`config.mk`:
```
export PLATFORM = sky130hd
export DESIGN_NAME = mem_port_arbiter
export DESIGN_NICKNAME = d
export VERILOG_FILES = /design/src/rtl/mem_port_arbiter.sv
export SDC_FILE = /design/constraint.sdc
export NUM_CORES = 1
export LEC_CHECK = 0
export ABC_AREA = 1
export CAP_MARGIN = 20
export CORE_MARGIN = 2
export CORE_UTILIZATION = 45
export DETAILED_ROUTE_END_ITERATION = 12
export PLACE_DENSITY = 0.95
export SLEW_MARGIN = 30
export SYNTH_ARGS = -nofsm -noshare
export SYNTH_HDL_FRONTEND = slang
export SYNTH_SLANG_ARGS = --single-unit
```
`constraint.sdc`:
```
create_clock -name clk -period 4.84 [get_ports clk]
set_input_delay 1.452 -clock clk [delete_from_list [all_inputs] [get_ports clk]]
set_output_delay 1.452 -clock clk [all_outputs]
set_load 0.01 [all_outputs]
```
`src/rtl/mem_port_arbiter.sv`:
```
// mem_port_arbiter: shares one single-ported memory bus between the fetch stage (F)
// and the memory stage (M). Only one bus transaction is outstanding at a time, and M
// has fixed priority over F. A fetch response that a branch redirect has killed is
// discarded. A wait-cycle counter aborts a hung transaction and sets a sticky error.
//
// Ports:
//   clk, rst_n                   clock, synchronous active-low reset
//   F_req/F_addr/F_kill          fetch request, address, redirect kill
//   F_valid/F_rdata/F_stall_mem  fetch completion pulse, data, stall
//   M_req/M_we/M_addr/M_wdata/M_wstrb  load/store request
//   M_done/M_rdata/M_stall_mem   memory completion pulse, load data, stall
//   bus_req/bus_we/bus_addr/bus_wdata/bus_wstrb/bus_gnt  request channel
//   bus_rvalid/bus_rdata         response channel
//   bus_err                      sticky timeout flag
module mem_port_arbiter #(
  parameter int unsigned ADDR_W  = 32,
  parameter int unsigned DATA_W  = 32,
  parameter int unsigned TIMEOUT = 255
) (
  input  logic                clk,
  input  logic                rst_n,
  // Fetch port
  input  logic                F_req,
  input  logic [ADDR_W-1:0]   F_addr,
  input  logic                F_kill,
  output logic                F_valid,
  output logic [DATA_W-1:0]   F_rdata,
  output logic                F_stall_mem,
  // Memory-stage port
  input  logic                M_req,
  input  logic                M_we,
  input  logic [ADDR_W-1:0]   M_addr,
  input  logic [DATA_W-1:0]   M_wdata,
  input  logic [DATA_W/8-1:0] M_wstrb,
  output logic                M_done,
  output logic [DATA_W-1:0]   M_rdata,
  output logic                M_stall_mem,
  // Bus
  output logic                bus_req,
  output logic                bus_we,
  output logic [ADDR_W-1:0]   bus_addr,
  output logic [DATA_W-1:0]   bus_wdata,
  output logic [DATA_W/8-1:0] bus_wstrb,
  input  logic                bus_gnt,
  input  logic                bus_rvalid,
  input  logic [DATA_W-1:0]   bus_rdata,
  output logic                bus_err
);

  localparam int unsigned StrbW = DATA_W / 8;
  // The counter only has to reach TIMEOUT-1 before the state is left.
  localparam int unsigned CntW  = (TIMEOUT > 2) ? $clog2(TIMEOUT) : 1;

  typedef enum logic [2:0] {StIdle, StDReq, StDRsp, StFReq, StFRsp} state_e;

  state_e              state_q, state_d;
  logic [CntW-1:0]     cnt_q, cnt_d;
  logic                kill_q, kill_d;
  logic                bus_we_q, bus_we_d;
  logic [ADDR_W-1:0]   bus_addr_q, bus_addr_d;
  logic [DATA_W-1:0]   bus_wdata_q, bus_wdata_d;
  logic [StrbW-1:0]    bus_wstrb_q, bus_wstrb_d;
  logic                f_valid_q, f_valid_d;
  logic [DATA_W-1:0]   f_rdata_q, f_rdata_d;
  logic                m_done_q, m_done_d;
  logic [DATA_W-1:0]   m_rdata_q, m_rdata_d;
  logic                bus_err_q, bus_err_d;

  logic timeout, d_abort, f_abort, f_discard, idle_free;

  // A completion pulse means the finished request is still being presented,
  // so no new transaction may start in that cycle.
  assign idle_free = ~m_done_q & ~f_valid_q;
  assign timeout   = (state_q != StIdle) && (cnt_q == CntW'(TIMEOUT - 1));
  assign d_abort   = timeout && (((state_q == StDReq) && !bus_gnt) ||
                                 ((state_q == StDRsp) && !bus_rvalid));
  assign f_abort   = timeout && (((state_q == StFReq) && !bus_gnt) ||
                                 ((state_q == StFRsp) && !bus_rvalid));
  // A kill in the same cycle as the response still discards it.
  assign f_discard = kill_q | F_kill;

  // State register
  always_ff @(posedge clk) begin
    if (!rst_n) begin
      state_q <= StIdle;
    end else begin
      state_q <= state_d;
    end
  end

  // Next-state logic
  always_comb begin
    state_d = state_q;
    unique case (state_q)
      StIdle: begin
        if (idle_free) begin
          if (M_req) begin
            state_d = StDReq;
          end else if (F_req && !F_kill) begin
            state_d = StFReq;
          end
        end
      end
      StDReq: begin
        if (bus_gnt)      state_d = StDRsp;
        else if (d_abort) state_d = StIdle;
      end
      StDRsp: begin
        if (bus_rvalid || d_abort) state_d = StIdle;
      end
      StFReq: begin
        if (bus_gnt)      state_d = StFRsp;
        else if (f_abort) state_d = StIdle;
      end
      StFRsp: begin
        if (bus_rvalid || f_abort) state_d = StIdle;
      end
      default: state_d = StIdle;
    endcase
  end

  // Outputs decoded from state
  always_comb begin
    bus_req = (state_q == StDReq) || (state_q == StFReq);
  end

  // Datapath next-state
  always_comb begin
    cnt_d       = cnt_q;
    kill_d      = kill_q;
    bus_we_d    = bus_we_q;
    bus_addr_d  = bus_addr_q;
    bus_wdata_d = bus_wdata_q;
    bus_wstrb_d = bus_wstrb_q;
    f_valid_d   = 1'b0;
    f_rdata_d   = f_rdata_q;
    m_done_d    = 1'b0;
    m_rdata_d   = m_rdata_q;
    bus_err_d   = bus_err_q;

    if (state_d != state_q) begin
      cnt_d = '0;
    end else if (state_q != StIdle) begin
      cnt_d = cnt_q + CntW'(1);
    end

    if (state_q == StIdle && state_d == StDReq) begin
      bus_we_d    = M_we;
      bus_addr_d  = M_addr;
      bus_wdata_d = M_wdata;
      bus_wstrb_d = M_wstrb;
    end else if (state_q == StIdle && state_d == StFReq) begin
      bus_we_d    = 1'b0;
      bus_addr_d  = F_addr;
      bus_wdata_d = '0;
      bus_wstrb_d = '0;
    end

    if ((state_q == StFReq || state_q == StFRsp) && F_kill) begin
      kill_d = 1'b1;
    end

    if (state_q == StDRsp && bus_rvalid) begin
      m_done_d = 1'b1;
      if (!bus_we_q) m_rdata_d = bus_rdata;
    end else if (d_abort) begin
      m_done_d  = 1'b1;
      m_rdata_d = '0;
      bus_err_d = 1'b1;
    end

    if (state_q == StFRsp && bus_rvalid) begin
      if (!f_discard) begin
        f_valid_d = 1'b1;
        f_rdata_d = bus_rdata;
      end
    end else if (f_abort) begin
      bus_err_d = 1'b1;
      if (!f_discard) begin
        f_valid_d = 1'b1;
        f_rdata_d = '0;
      end
    end

    if (state_d == StIdle) kill_d = 1'b0;
  end

  always_ff @(posedge clk) begin
    if (!rst_n) begin
      cnt_q       <= '0;
      kill_q      <= 1'b0;
      bus_we_q    <= 1'b0;
      bus_addr_q  <= '0;
      bus_wdata_q <= '0;
      bus_wstrb_q <= '0;
      f_valid_q   <= 1'b0;
      f_rdata_q   <= '0;
      m_done_q    <= 1'b0;
      m_rdata_q   <= '0;
      bus_err_q   <= 1'b0;
    end else begin
      cnt_q       <= cnt_d;
      kill_q      <= kill_d;
      bus_we_q    <= bus_we_d;
      bus_addr_q  <= bus_addr_d;
      bus_wdata_q <= bus_wdata_d;
      bus_wstrb_q <= bus_wstrb_d;
      f_valid_q   <= f_valid_d;
      f_rdata_q   <= f_rdata_d;
      m_done_q    <= m_done_d;
      m_rdata_q   <= m_rdata_d;
      bus_err_q   <= bus_err_d;
    end
  end

  assign bus_we      = bus_we_q;
  assign bus_addr    = bus_addr_q;
  assign bus_wdata   = bus_wdata_q;
  assign bus_wstrb   = bus_wstrb_q;
  assign bus_err     = bus_err_q;
  assign F_valid     = f_valid_q;
  assign F_rdata     = f_rdata_q;
  assign M_done      = m_done_q;
  assign M_rdata     = m_rdata_q;
  assign F_stall_mem = F_req & ~f_valid_q;
  assign M_stall_mem = M_req & ~m_done_q;

endmodule

```
# After elaboration in Yosys (flattened, before gate mapping)
# Cells that the tools add are included.
# word_totals
latchBits,0
word_cells,96
memories,0
reg_bits,148
in_bits,140
romBits,0
ram_bits,0
# op_classes
mux,34
n_addsub,1
shift,0
mul,0
n_reduce_logical,32
n_bitwise,8
n_div,0
n_eq_ne,9
n_lt_le_gt_ge,0
# ops
op,count
32-bit two-way mux,11
3-bit two-way mux,9
3-bit case mux with 5 select lines,1
1-bit logical AND,13
1-bit two-way mux,11
"3-bit by 2-bit == test with 1-bit output, second input constant",3
"8-bit by 1-bit adder with 8-bit output, second input constant",1
"8-bit == test, second input constant",1
4-bit two-way mux,2
"3-bit by 1-bit == test with 1-bit output, second input constant",2
3-bit zero test,2
1-bit logical OR,6
2-bit nonzero test,3
1-bit NOT,4
2-bit AND reduction,2
2-bit OR reduction,2
1-bit AND,3
"3-bit == test, second input constant",1
1-bit zero test,3
3-bit != test,1
3-bit nonzero test,1
"2-bit != test, second input constant",1
1-bit bitwise OR,1

# Depth between registers and ports, before layout
# depth
depth_word,11
ltp_mapped,12

# Worst setup path before layout
# OpenSTA, ideal clock, no wires.
# synth_path
path_kind,in2out
startpoint,input F_req
endpoint,output F_stall_mem
arrival_time_ps,1659
path_stages,2
required_time_ps,3388
path_slack_ps,1729
path_cell_list,inv_1 nor2_1
# synth_between
elab_chain_len,1
# synth_lines
element,line,rtl
start: declaration,23,"input logic F_req,"
1-bit AND,225,assign F_stall_mem = F_req & ~f_valid_q;
end: declaration,28,"output logic F_stall_mem,"
# Every way passes these cells.

# Worst setup path after layout
# Ends and elaborated chain as after synthesis.

==> flow_summary.rst <==
.. list-table::
   :header-rows: 1

   * - Metric
     - Value
   * - Final net count
     - 1243
   * - Synthesized Nets
     - 997
   * - Largest net degree at the start of global routing
     - 98
   * - Hold path start
     - F_rdata[24]
   * - Buffers inserted by post-CTS timing repair
     - 0
   * - CTS Sinks
     - 148
   * - Number of top-level pins
     - between 200 and 300
   * - Antenna violations before repair
     - 0
   * - Hold WC Path Type
     - reg2reg
   * - Proportion of netlist area held by the largest area contributor
     - 0.480
   * - Drt pass-1 iters
     - 5
   * - Total wirelength of the detailed-routed design
     - 19600 um
   * - Standard-cell rows
     - 42
   * - Final GP Congestion
     - between 0.7 and 0.8
   * - Initial Utilization
     - 0.463
   * - Chain of cells forming the critical path
     - clkdlybuf4s50_1, inv_1, nor2_1, clkdlybuf4s50_1
   * - Syn_area_per_cell
     - 7.23 um^2
   * - Per-cell routed wire length
     - 15.2 um
   * - Arrival time at the worst endpoint
     - 2.63 ns
   * - CTS tree
     - done
   * - Floorplan die height
     - 121 um
   * - Unique cell type count in the Yosys netlist
     - 28
   * - Count of routing violations after the opening detailed-route iteration
     - between 500 and 600
   * - Number of instances resized during post-cts repair
     - 0
   * - Synthesized instance count
     - 855
   * - Final setup TNS
     - 0 ns
   * - Drt drc
     - 0
   * - Clk_lat worst skew
     - 0.41 ns
   * - Reg-to-reg endpoint
     - bus_addr[18]
   * - Number of global-route vias before repair
     - 6243
   * - Count of non-filler cells in the finished layout
     - 1290
   * - Detail Route Antenna Nets
     - 0
   * - Count of max-cap constraint violations
     - 0
   * - Slowest Stage Delay on Critical Path
     - 0.56 ns
   * - Maximum clock frequency
     - 0.245 GHz
   * - Worst setup path category
     - in2out
   * - Worst r2r path cells
     - 10
   * - Most area-hungry cell type in the Yosys netlist
     - dfxtp_1
   * - Total power
     - 3.49 mW
   * - Share of total power in sequential cells
     - 0.390
   * - Gate family responsible for the most delay along the worst path
     - buffers and inverters
   * - Yosys warns
     - 0
   * - Most frequent standard cell in the layout excluding fill and tap cells
     - clkdlybuf4s50_1
   * - Proportion of total power due to net switching
     - 0.282
   * - Worst clock skew
     - between 0.01 and 0.015 ns
   * - Met1 demand-to-capacity share in global routing
     - 0.292
   * - Part of the total power dissipated in the clock network
     - 0.387
   * - Largest vdd supply drop
     - approximately 0.23 mV
   * - Fill cells
     - 938
   * - Worst Hold Margin
     - about 0.46 ns
   * - Required time of the worst setup path
     - 3.39 ns
   * - Worst reg-to-reg setup slack
     - 2.32 ns
   * - DP Wirelength
     - 13200 um
   * - Met2 usage in global routing
     - 0.458
   * - Worst-path fanout max
     - 2
   * - Power per Cell Area
     - 362 nW/um^2
   * - Placeable Area
     - approximately 13000 um^2
   * - Die outline area
     - 14700 um^2
   * - Share of the cycle needed by the critical path after routing
     - 0.843
   * - Biggest area contributors in the synthesized netlist
     - dfxtp_1, nand2_1, a21oi_1
   * - CTS hold repair buffers
     - 0
   * - Net switching power figure
     - roughly 980 uW
   * - Port buffer count
     - 278
   * - Slowest CP cell
     - clkdlybuf4s50_1
   * - Root buffer cell
     - clkbuf_16
   * - Die outline width
     - between 100 and 150 um
   * - N_diodes
     - 0
   * - Pin slew with the least headroom to its limit
     - 0.747 ns
   * - Worst setup path startpoint
     - F_req
   * - Startpoint type of the worst setup path
     - input pin
   * - Wire length of the first global-routing pass
     - 30600 um
   * - Post-CTS clock slew at the launch and capture registers of the worst setup and hold paths
     - 0.06 ns
   * - Outcome
     - completed
   * - Number of CTS-inserted buffers
     - 17
   * - Via count normalized by instance count
     - about 5.2
   * - Int Power
     - around 2.5 mW
   * - P_leak
     - 3.79 nW
   * - Min cycle time layout
     - ~4 ns
   * - Met3 Use GR
     - 0.0869
   * - Buffers and inverters on the worst path
     - 3
   * - Post-route cell area
     - 9620 um^2
   * - Part of the Yosys area used for sequential elements
     - 0.480
   * - Post-synthesis sequential element count
     - 148
   * - Worst R2R Start
     - state_q[1]
   * - Hold Fails Final Rpt
     - 0
   * - Levels on crit path
     - 4
   * - Post-Syn Area
     - 6180 um^2
   * - Most Frequent Cell on Critical Path
     - clkdlybuf4s50_1
   * - Max-slew headroom at the worst pin
     - 0.502
   * - Vias after detailed routing
     - 6728
   * - Total grt overflow
     - 0
   * - H-tree depth
     - 4
   * - P&R area growth vs syn
     - 55.8%
   * - Logic pwr share
     - 0.223
   * - Timing endpoint of the critical path
     - F_stall_mem
   * - Final number of setup-violating endpoints
     - 0
   * - RSZ-0062 raised after global routing
     - no
   * - DP Area
     - 9020 um^2
   * - Final count of pins violating max slew
     - 0
   * - Dpl cells
     - 1258
   * - Global-route usage over all layers
     - 0.261
   * - Crit path capture type
     - primary output
   * - Fraction of layout cells with a size suffix above 1
     - 0.0548
   * - Commonest non-fill, non-tap cells in the layout
     - clkdlybuf4s50_1, nand2_1, dfxtp_1, a21oi_1, nor2_1
   * - Number of buffers on the longest clock path
     - 2
   * - Busiest metal layer after global routing
     - met2
worst register-to-register path: stages (launching register included):
cell,delay [ns]
dfxtp_1,0.53
nor2_4,0.09
nand2_4,0.14
nor2_1,0.09
a21oi_2,0.12
buf_4,0.34
nand3_2,0.61
nand2_1,0.25
nand3_1,0.12
nand2_1,0.10
inv_1,0.04
registers in the layout (all words and copies together) (netlist names), 3 cells and up:
register,cells
bus_wstrb,4
bus_wdata,32
cnt_q,8
bus_addr,32
M_rdata,32
state_q,3
F_rdata,32
final cells by class:
| type | instances | area [um^2] | share of cell area |
|---|---|---|---|
| repair buffers | 290 | 2890 | 0.300 |
| clock buffers | 18 | 429 | 0.0446 |
| inverters | 60 | 228 | 0.0237 |
| well taps | 176 | 220 | 0.0229 |
| clock inverters | 14 | 176 | 0.0183 |
| multi-input cells | 584 | 2720 | 0.283 |
| flip-flops and latches | 148 | 2960 | 0.308 |
cell families after synthesis:
kind of cell / share of synthesized area
buffers and inverters: 0.0832
adders and majority gates: 0.00405
xor gates and xnor gates: 0.00851
AOI/OAI and AO/OA: 0.0976
and+or+nand+nor: 0.327
DFF: 0.480
how the worst min path moves through the flow:
stage             endpoint  slack [ns]  cells past startpoint
2_1_floorplan   M_rdata[0]        0.48                      2
3_3_place_gp   M_rdata[30]        0.45                      2
3_5_place_dp   F_rdata[24]        0.45                      2
4_1_cts        F_rdata[24]        0.46                      2
5_1_grt        F_rdata[24]        0.47                      2
6_report       F_rdata[24]        0.46                      2
layer usage:
layer | up-vias | share of wire
li1 | 3279 | -
met1 | 3102 | 0.38
met2 | 316 | 0.50
met3 | 31 | 0.099
met4 | 0 | 0.023
met5 | - | 0
cells in the mapped netlist, drive strengths merged:
cell type / count
nand2: 254
dfxtp: 148
a21oi: 109
nor2: 89
nand4: 72
inv: 60
nand3: 40
clkbuf: 32
buf: 31
o21ai: 7
xor2: 4
ha: 2
nor3: 2
xnor2: 2
a21boi: 1
and3: 1
nor4: 1
power by group through the flow:
stage	clock network [mW]	logic (mW)	registers (mW)
floorplan	0	0.361	1.42
global placement	0	0.756	1.38
detailed placement	0	0.771	1.39
CTS	1.37	0.777	1.36
global route	1.42	0.851	1.37
finish	1.35	0.777	1.36
through the flow:
stage | util | setup slack, ns
5_1_grt | 0.721 | 0.723
4_1_cts | 0.721 | 0.752
3_3_place_gp | 0.676 | 0.785
3_5_place_dp | 0.676 | 0.760
6_report | 0.721 | 0.760
2_1_floorplan | - | 1.73
Power figures use the tool's default switching activity.
